### src/rtl/add4_accum.sv
// Accumulates N_OPS 5-bit operands ({carry,sum}) from a 4-bit adder stage into an 8-bit register.
// Optional macro ADD4_ACCUM_SATURATE_EN clamps overflowing adds to 8'hFF instead of wrapping.
module add4_accum #(
  parameter int N_OPS = 8
) (
  input  logic       clk,
  input  logic       rst,
  input  logic       start,
  input  logic       in_valid,
  input  logic [3:0] in_data,
  input  logic       in_carry,
  output logic       in_ready,
  output logic [7:0] acc_out,
  output logic [3:0] count,
  output logic       busy,
  output logic       done,
  output logic       ovf
);

  localparam logic [1:0] S_IDLE = 2'd0;
  localparam logic [1:0] S_ACC  = 2'd1;
  localparam logic [1:0] S_DONE = 2'd2;
  localparam logic [3:0] LAST   = 4'(N_OPS - 1);

  logic [1:0] state_q, state_d;
  logic [7:0] acc_q, acc_d;
  logic [3:0] cnt_q, cnt_d;
  logic       ovf_q, ovf_d;
  logic       rdy_q, busy_q, done_q;
  logic [8:0] sum9;

  always_comb begin
    state_d = state_q;
    acc_d   = acc_q;
    cnt_d   = cnt_q;
    ovf_d   = ovf_q;
    sum9    = {1'b0, acc_q} + {4'b0000, in_carry, in_data};
    case (state_q)
      S_IDLE: begin
        // in_valid is deliberately ignored here, even alongside start
        if (start) begin
          state_d = S_ACC;
          acc_d   = '0;
          cnt_d   = '0;
          ovf_d   = 1'b0;
        end
      end
      S_ACC: begin
        if (in_valid && rdy_q) begin
          cnt_d = cnt_q + 4'd1;
          if (sum9[8]) begin
            ovf_d = 1'b1;
`ifdef ADD4_ACCUM_SATURATE_EN
            acc_d = 8'hFF;
`else
            acc_d = sum9[7:0];
`endif
          end else begin
            acc_d = sum9[7:0];
          end
          if (cnt_q == LAST) state_d = S_DONE;
        end
      end
      S_DONE:  state_d = S_IDLE;
      default: state_d = S_IDLE;
    endcase
  end

  // Status outputs are registered from the next state so they line up with state_q.
  always_ff @(posedge clk or posedge rst) begin
    if (rst) begin
      state_q <= S_IDLE;
      acc_q   <= '0;
      cnt_q   <= '0;
      ovf_q   <= 1'b0;
      rdy_q   <= 1'b0;
      busy_q  <= 1'b0;
      done_q  <= 1'b0;
    end else begin
      state_q <= state_d;
      acc_q   <= acc_d;
      cnt_q   <= cnt_d;
      ovf_q   <= ovf_d;
      rdy_q   <= (state_d == S_ACC);
      busy_q  <= (state_d != S_IDLE);
      done_q  <= (state_d == S_DONE);
    end
  end

  assign in_ready = rdy_q;
  assign acc_out  = acc_q;
  assign count    = cnt_q;
  assign busy     = busy_q;
  assign done     = done_q;
  assign ovf      = ovf_q;

endmodule

### config.mk
export PLATFORM = sky130hd
export DESIGN_NAME = add4_accum
export DESIGN_NICKNAME = d
export VERILOG_FILES = /design/src/rtl/add4_accum.sv
export SDC_FILE = /design/constraint.sdc
export NUM_CORES = 1
export LEC_CHECK = 0
export CORE_MARGIN = 10
export CORE_UTILIZATION = 44
export CTS_BUF_LIST = sky130_fd_sc_hd__clkbuf_8
export CTS_CLUSTER_SIZE = 24
export DETAILED_ROUTE_END_ITERATION = 8
export PLACE_DENSITY_LB_ADDON = 0.3
export REMOVE_ABC_BUFFERS = 1
export SLEW_MARGIN = 15
export SYNTH_ARGS = -nofsm -noshare
export SYNTH_HDL_FRONTEND = slang
export SYNTH_SLANG_ARGS = --single-unit
export TNS_END_PERCENT = 10
### constraint.sdc
create_clock -name clk -period 1.8 [get_ports clk]
set_input_delay 0.36 -clock clk [delete_from_list [all_inputs] [get_ports clk]]
set_output_delay 0.36 -clock clk [all_outputs]
set_load 0.03 [all_outputs]
==> results.cfg, run 1 <==
[clocking]
clk_path_buf_depth = 2
h-tree-depth = 1
clk_latency_ns = 0.25
clk_pin_slew_ns = 0.07
cts_tree = done
cts_num_sinks = 18
cts_root_buffer = clkbuf_8
ctsHoldBuffers = 0
cts_buffers = 3

[critical_path]
cp_top_family = buffers and inverters
cp_data_arrival_time_ns = 1.38
crit_chain = clkdlybuf4s50_1
cp-end-kind = output port
critPathRequiredTime_ns = 1.44
cpPeakStageDelay_ns = 0.71
cp_num_buf_inv = 1
crit_path_max_fanout = 4
startpoint_type = register
worstSetupPathType = register to output port
cpMaxStageDelayCell = clkdlybuf4s50_1

[detailed_routing]
drtAntennaViolNets = 0
wl_per_cell_um = 14.6
vias = 807
via_per_inst = 5.27
totalWireLength_um = 2240
drc = 0
drtIter0Drc = 18
dr.pass1.iters = 5

[floorplanning]
start_util = 0.471
fp.dieH_um = 66.3
ios = 25
coreArea_um2 = 2000
die_x_um = 66.3
rows = 16
die-area_um2 = 4400

[timing]
skew_ns = 0.00372
period_share = 0.967
worst_pin_slew_ns = 0.344
tns_ns = 0
drv_slew = 0
slew_headroom = 0.770
setup_viol = 0
hold_viol_final = 0
rsz0062_at_grt = yes
period_needed_ns = 1.74
max_freq_ghz = 0.574

[min_path]
min_path_type = input port to asynchronous set/reset pin

[finish]
layout.nets = 143
final_util = 0.682
mostFrequentLayoutCells = clkdlybuf4s50_1, dfrtp_1, nand2_1, buf_4
fillerInstances = 160
area_delta_synth_final_pct = 44.7
antenna_cells = 0
drive_above_1_share = 0.214
final_common_cell = clkdlybuf4s50_1

[power_and_ir_drop]
p_per_area_nw_per_um2 = 1960
vdd_drop_max_mv = 1.29
total_leakage_power_uw = 0.000623

[synth]
postSynthCellCount = 87
synth_compound_area_frac = 0.154
synth_top_family_by_area = simple AND/OR/NAND/NOR gates
synth_mux_area_frac = 0.0318
yosys_register_bits = 18
yosysUniqueCellTypes = 32
synth-simple-area-share = 0.183
synthAdderAreaFrac = 0.101
seq_area_frac_synth = 0.477
synth_area_per_cell_um2 = 10.8
synth_xor_area_frac = 0.0371
ys_warn_count = 0
synth_area_um2 = 943

[grt]
grt_first_pass_wirelength_um = 3930
met1_usage = 0.125
grt_usage = 0.112
overflow = 0
grt_pass1_vias = 856
antenna_found_initial = 0
use_met2 = 0.187
top_usage_layer = met2
grtUsageMet3 = 0.0458
grt_max_degree = 11

[run_status]
status = complete, no violations

[flow_run]
max_cap_violations = 0

[placed_design]
io_buffers = 24
gp_congestion = 0.809
hpwl_um = 1820
-- registers in the layout, summed over array words and instances (netlist names) --
name	cells
acc_out	8
count	4
state_q	2
busy	1
done	1
in_ready	1
ovf	1
-- where the power goes --
| group | switching, uW | internal (uW) | leakage [uW] |
|---|---|---|---|
| combinational | 851 | 730 | 0.000377 |
| clock | 134 | 194 | 0.0000288 |
| sequential | 180 | 585 | 0.000217 |
| total | 1170 | 1510 | 0.000623 |
-- synth_stat cells --
| cell | n | area [um^2] |
|---|---|---|
| buf_6 | 1 | 11.3 |
| and3_4 | 1 | 11.3 |
| inv_1 | 1 | 3.75 |
| a311oi_1 | 2 | 17.5 |
| ha_1 | 6 | 75.1 |
| a21oi_1 | 2 | 10.0 |
| fa_1 | 1 | 20.0 |
| nand2b_1 | 1 | 6.26 |
| mux2i_1 | 3 | 30.0 |
| xnor2_1 | 1 | 8.76 |
| nand4_1 | 1 | 6.26 |
| or2_2 | 1 | 6.26 |
| dfrtp_1 | 18 | 450 |
| nand3b_1 | 1 | 7.51 |
| nand4b_1 | 1 | 8.76 |
| a21o_1 | 2 | 15.0 |
| nor3b_2 | 1 | 12.5 |
| a31oi_1 | 1 | 6.26 |
| xor2_1 | 3 | 26.3 |
| o21ai_0 | 7 | 35.0 |
| a211oi_1 | 2 | 15.0 |
| nor3_1 | 3 | 15.0 |
| a32o_1 | 1 | 10.0 |
| o21bai_1 | 1 | 7.51 |
| nor2_1 | 5 | 18.8 |
| nor2_2 | 1 | 6.26 |
| and4b_1 | 1 | 10.0 |
| and4_1 | 1 | 8.76 |
| a22o_2 | 2 | 20.0 |
| nand3_1 | 2 | 10.0 |
| o21ai_2 | 1 | 8.76 |
| nand2_1 | 12 | 45.0 |
-- metal layers --
layer	wire length [um]	share of wire
met1	918	0.41
met2	1060	0.47
met3	235	0.10
met4	24	0.011
met5	0	0
-- cell type report --
type	count	area, um^2	area share
clock buffer	4	55.1	0.0403
inverter	1	3.75	0.00275
multi-input combinational	67	493	0.361
tap	27	33.8	0.0247
sequential	18	450	0.330
timing repair buffer	36	329	0.241
-- kinds of logic (layout without fill, tap and decap cells) --
family | after synthesis | in the layout
xor+xnor | 4 | 4
simple gates | 32 | 32
fa+ha+maj | 7 | 7
compound gates | 21 | 21
mux | 3 | 3
flops | 18 | 18
buf+inv | 2 | 41
-- worst paths after layout --
kind | slack (ns) | endpoint | cells past startpoint | from
worst max-delay path | 0.06 | acc_out[1] | 1 | acc_out[1]
worst min-delay path | 0.39 | busy | 3 | rst
worst max register to register | 0.09 | acc_out[4] | 6 | acc_out[0]
worst min register to register | 0.52 | ovf | 2 | ovf
max in group asynchronous | 1.27 | acc_out[1] | 3 | rst
min in group clk | 0.52 | ovf | 2 | ovf
-- repair_timing --
action / 4_1_cts / 5_1_grt
endpoints found under the setup margin: 3 / 4
resized for setup: 6 / 1
pin swaps: 6 / 3
cloned: 0 / 0
setup buffers: 1 / 0
-- per-stage QoR --
step	power [uW]	worst slack [ns]	cells	area (um^2)	hold WS, ns
2_1_floorplan	1650	-0.0562	86	932	0.299
3_3_place_gp	2250	-0.348	148	1290	0.490
3_5_place_dp	2300	-0.434	148	1290	0.507
4_1_cts	2690	0.0454	153	1370	0.406
5_1_grt	2880	-0.0295	153	1370	0.438
6_report	2670	0.0591	153	1370	0.393
Power figures use the tool's default switching activity.
==> run 2, diff against run 1 <==
- CTS_CLUSTER_SIZE: 24 -> 10
==> results of run 2 <==
Final layout, timing and power as in run 1 (identical DEF).
==> variant, RTL diff (config.mk and constraints of run 2) <==
Register the output `ovf` once more, cleared by the reset; this adds one clock of latency there. The other outputs are not delayed to match.
--- a/src/rtl/add4_accum.sv
+++ b/src/rtl/add4_accum.sv
@@ -94,3 +94,9 @@
   assign done     = done_q;
-  assign ovf      = ovf_q;
+  always_ff @(posedge clk or posedge rst) begin
+    if (rst) begin
+      ovf <= '0;
+    end else begin
+      ovf <= ovf_q;
+    end
+  end
 
Function: no difference found for any inputs over 10 cycles, from zero or initial values and one cycle with rst high; that may be too few to reach the edited logic, so the function may still have changed.
==> variant against run 2 <==
The run now ends with setup timing left. Largest power group unchanged. Synthesized area rose by 1.6%. Sequential cell count up 1. First-iteration DRC count is 11% lower. Power is 0.65% lower. Wire length up 5.6%. Design area up 2.7%. Non-clock buffer count increased by 1. Worst setup slack got worse by 0.068 ns. Via count grew 2.1%. Clock power is 12% lower.
==> variant: results (changes against run 2) <==
| Metric | Value |
|---|---|
| Worst Path Max Fanout | 2 (-2) |
| Worst slew pin tran | 0.372 ns (+0.0286 ns) |
| Synth Area in Compound Gates | 15.9% (+0.54 points) |
| First-pass DRT Iterations | 4 (-1) |
| Global-route wire length before repair | 4160 um (+6.0%) |
| Arrival time worst endpoint | 1.93 ns (+0.55 ns) |
| CP top delay family | adder cells |
| Vias per cell | 5.35 (+1.4%) |
| Largest net degree at the start of global routing | 20 (+9) |
| Status | complete, but fails checks |
| Commonest cells in the netlist | 19 x dfrtp_1, 11 x nand2_1, 7 x o21ai_0, 6 x ha_1, 5 x nor2_1 |
| Final setup vio count | 1 (+1) |
| Synth top area cells | dfrtp_1 50%, ha_1 7.8%, nand2_1 4.3% |
| Sequential element share of the synthesized area | 49.6% (+1.9 points) |
| Clk_skew | 0.00367 ns (-0.0000503 ns) |
| Worst min path class | flop to flop |
| Pre-CTS WS | -0.395 ns (+0.0391 ns) |
| Dpl hpwl | 1790 um (-1.5%) |
| Layout Nets | 144 (+0.70%) |
| Initial DRC count | 16 (-2) |
| P_leak | 0.717 nW (+15%) |
| GR Util met3 | 4.18% (-0.40 points) |
| Grt met1 use | 12.6% (+0.11 points) |
| Largest stage delay, worst path | 0.40 ns (-0.31 ns) |
| Failing checks | setup timing |
| Vias in the first global route | 913 (+6.7%) |
| Peak VDD IR | 1060 uV (-18%) |
| Final Worst Setup Slack | -0.00919 ns (-0.0683 ns) |
==> variant: changes by cell type after synthesis <==
cell and change:
dfrtp_1 +1, nand3_1 -1, buf_6 -1, a22o_1 +2, buf_4 +1, a21o_1 +2
a22o_2 -2, and3_4 -1, and3_1 +1, a21oi_1 -1, nand2_1 -1
==> variant: layer usage <==
| metal | part of all wire [%] | routed length, um | vias up |
|---|---|---|---|
| li1 | - | - | 399 |
| met1 | 39 | 930 | 403 |
| met2 | 53 | 1260 | 20 |
| met3 | 7.1 | 168 | 2 |
| met4 | 0.34 | 8 | 0 |
| met5 | 0 | 0 | - |
==> variant: logic make-up (layout without fill, tap and decap cells) <==
logic type | after synthesis | in the layout
fa+ha+maj | 7 | 7
flops | 19 | 19
simple gates | 30 | 30
mux | 3 | 3
compound gates | 22 | 22
buf+inv | 2 | 42
xor+xnor | 4 | 4
==> variant: area by class of cell <==
| cell class | instances | area [um2] |
|---|---|---|
| clock buffers | 3 | 41.3 |
| clock inverters | 1 | 3.75 |
| fillers | 148 | 621 |
| inverters | 1 | 3.75 |
| multi-input cells | 66 | 490 |
| flip-flops and latches | 19 | 475 |
| well taps | 27 | 33.8 |
| repair buffers | 37 | 353 |
==> variant: worst register-to-register path: cells and delay by family, from the launching register on <==
family	cells	cell delay (ns)
adder cells (fa/ha/maj)	2	0.61
AO/OA/AOI/OAI	3	0.60
flip-flops	1	0.39
AND/OR/NAND/NOR	1	0.08
==> variant: what timing repair did <==
item                                   in CTS  in global routing
setup endpoints to repair                   4                  8
pin swaps                                   0                  5
setup buffers                               0                  1
endpoints found under the hold margin       0                  0
gates resized for setup                     5                  7
==> variant: stage by stage <==
stage          instances  TNS [ns]  utilization (%)  cell area, um2
2_1_floorplan         86   -0.0978                -             951
3_3_place_gp         149     -1.52             65.0            1320
3_5_place_dp         149     -1.80             65.0            1320
4_1_cts              153         0             68.0            1380
5_1_grt              154    -0.147             69.3            1400
6_report             154  -0.00919             69.3            1400
==> variant: power groups by stage <==
stage	Clock, W	Sequential, W	Combinational [W]
after floorplan	0	0.00109	0.000579
after detailed placement	0	0.000803	0.00153
final	0.000289	0.000797	0.00157
after global routing	0.000320	0.000834	0.00173
after CTS	0.000295	0.000801	0.00157
after global placement	0	0.000791	0.00149
==> variant: final timing paths <==
| check | start | to | slack [ns] | cells past startpoint |
|---|---|---|---|---|
| max in group asynchronous | rst | state_q[1] | 1.18 | 3 |
| min | ovf_q | ovf | 0.40 | 0 |
| max reg2reg | acc_out[0] | ovf_q | -0.009 | 6 |
| min in group asynchronous | rst | in_ready | 0.43 | 3 |
| max | acc_out[0] | ovf_q | -0.009 | 6 |
| min reg2reg | ovf_q | ovf | 0.40 | 0 |
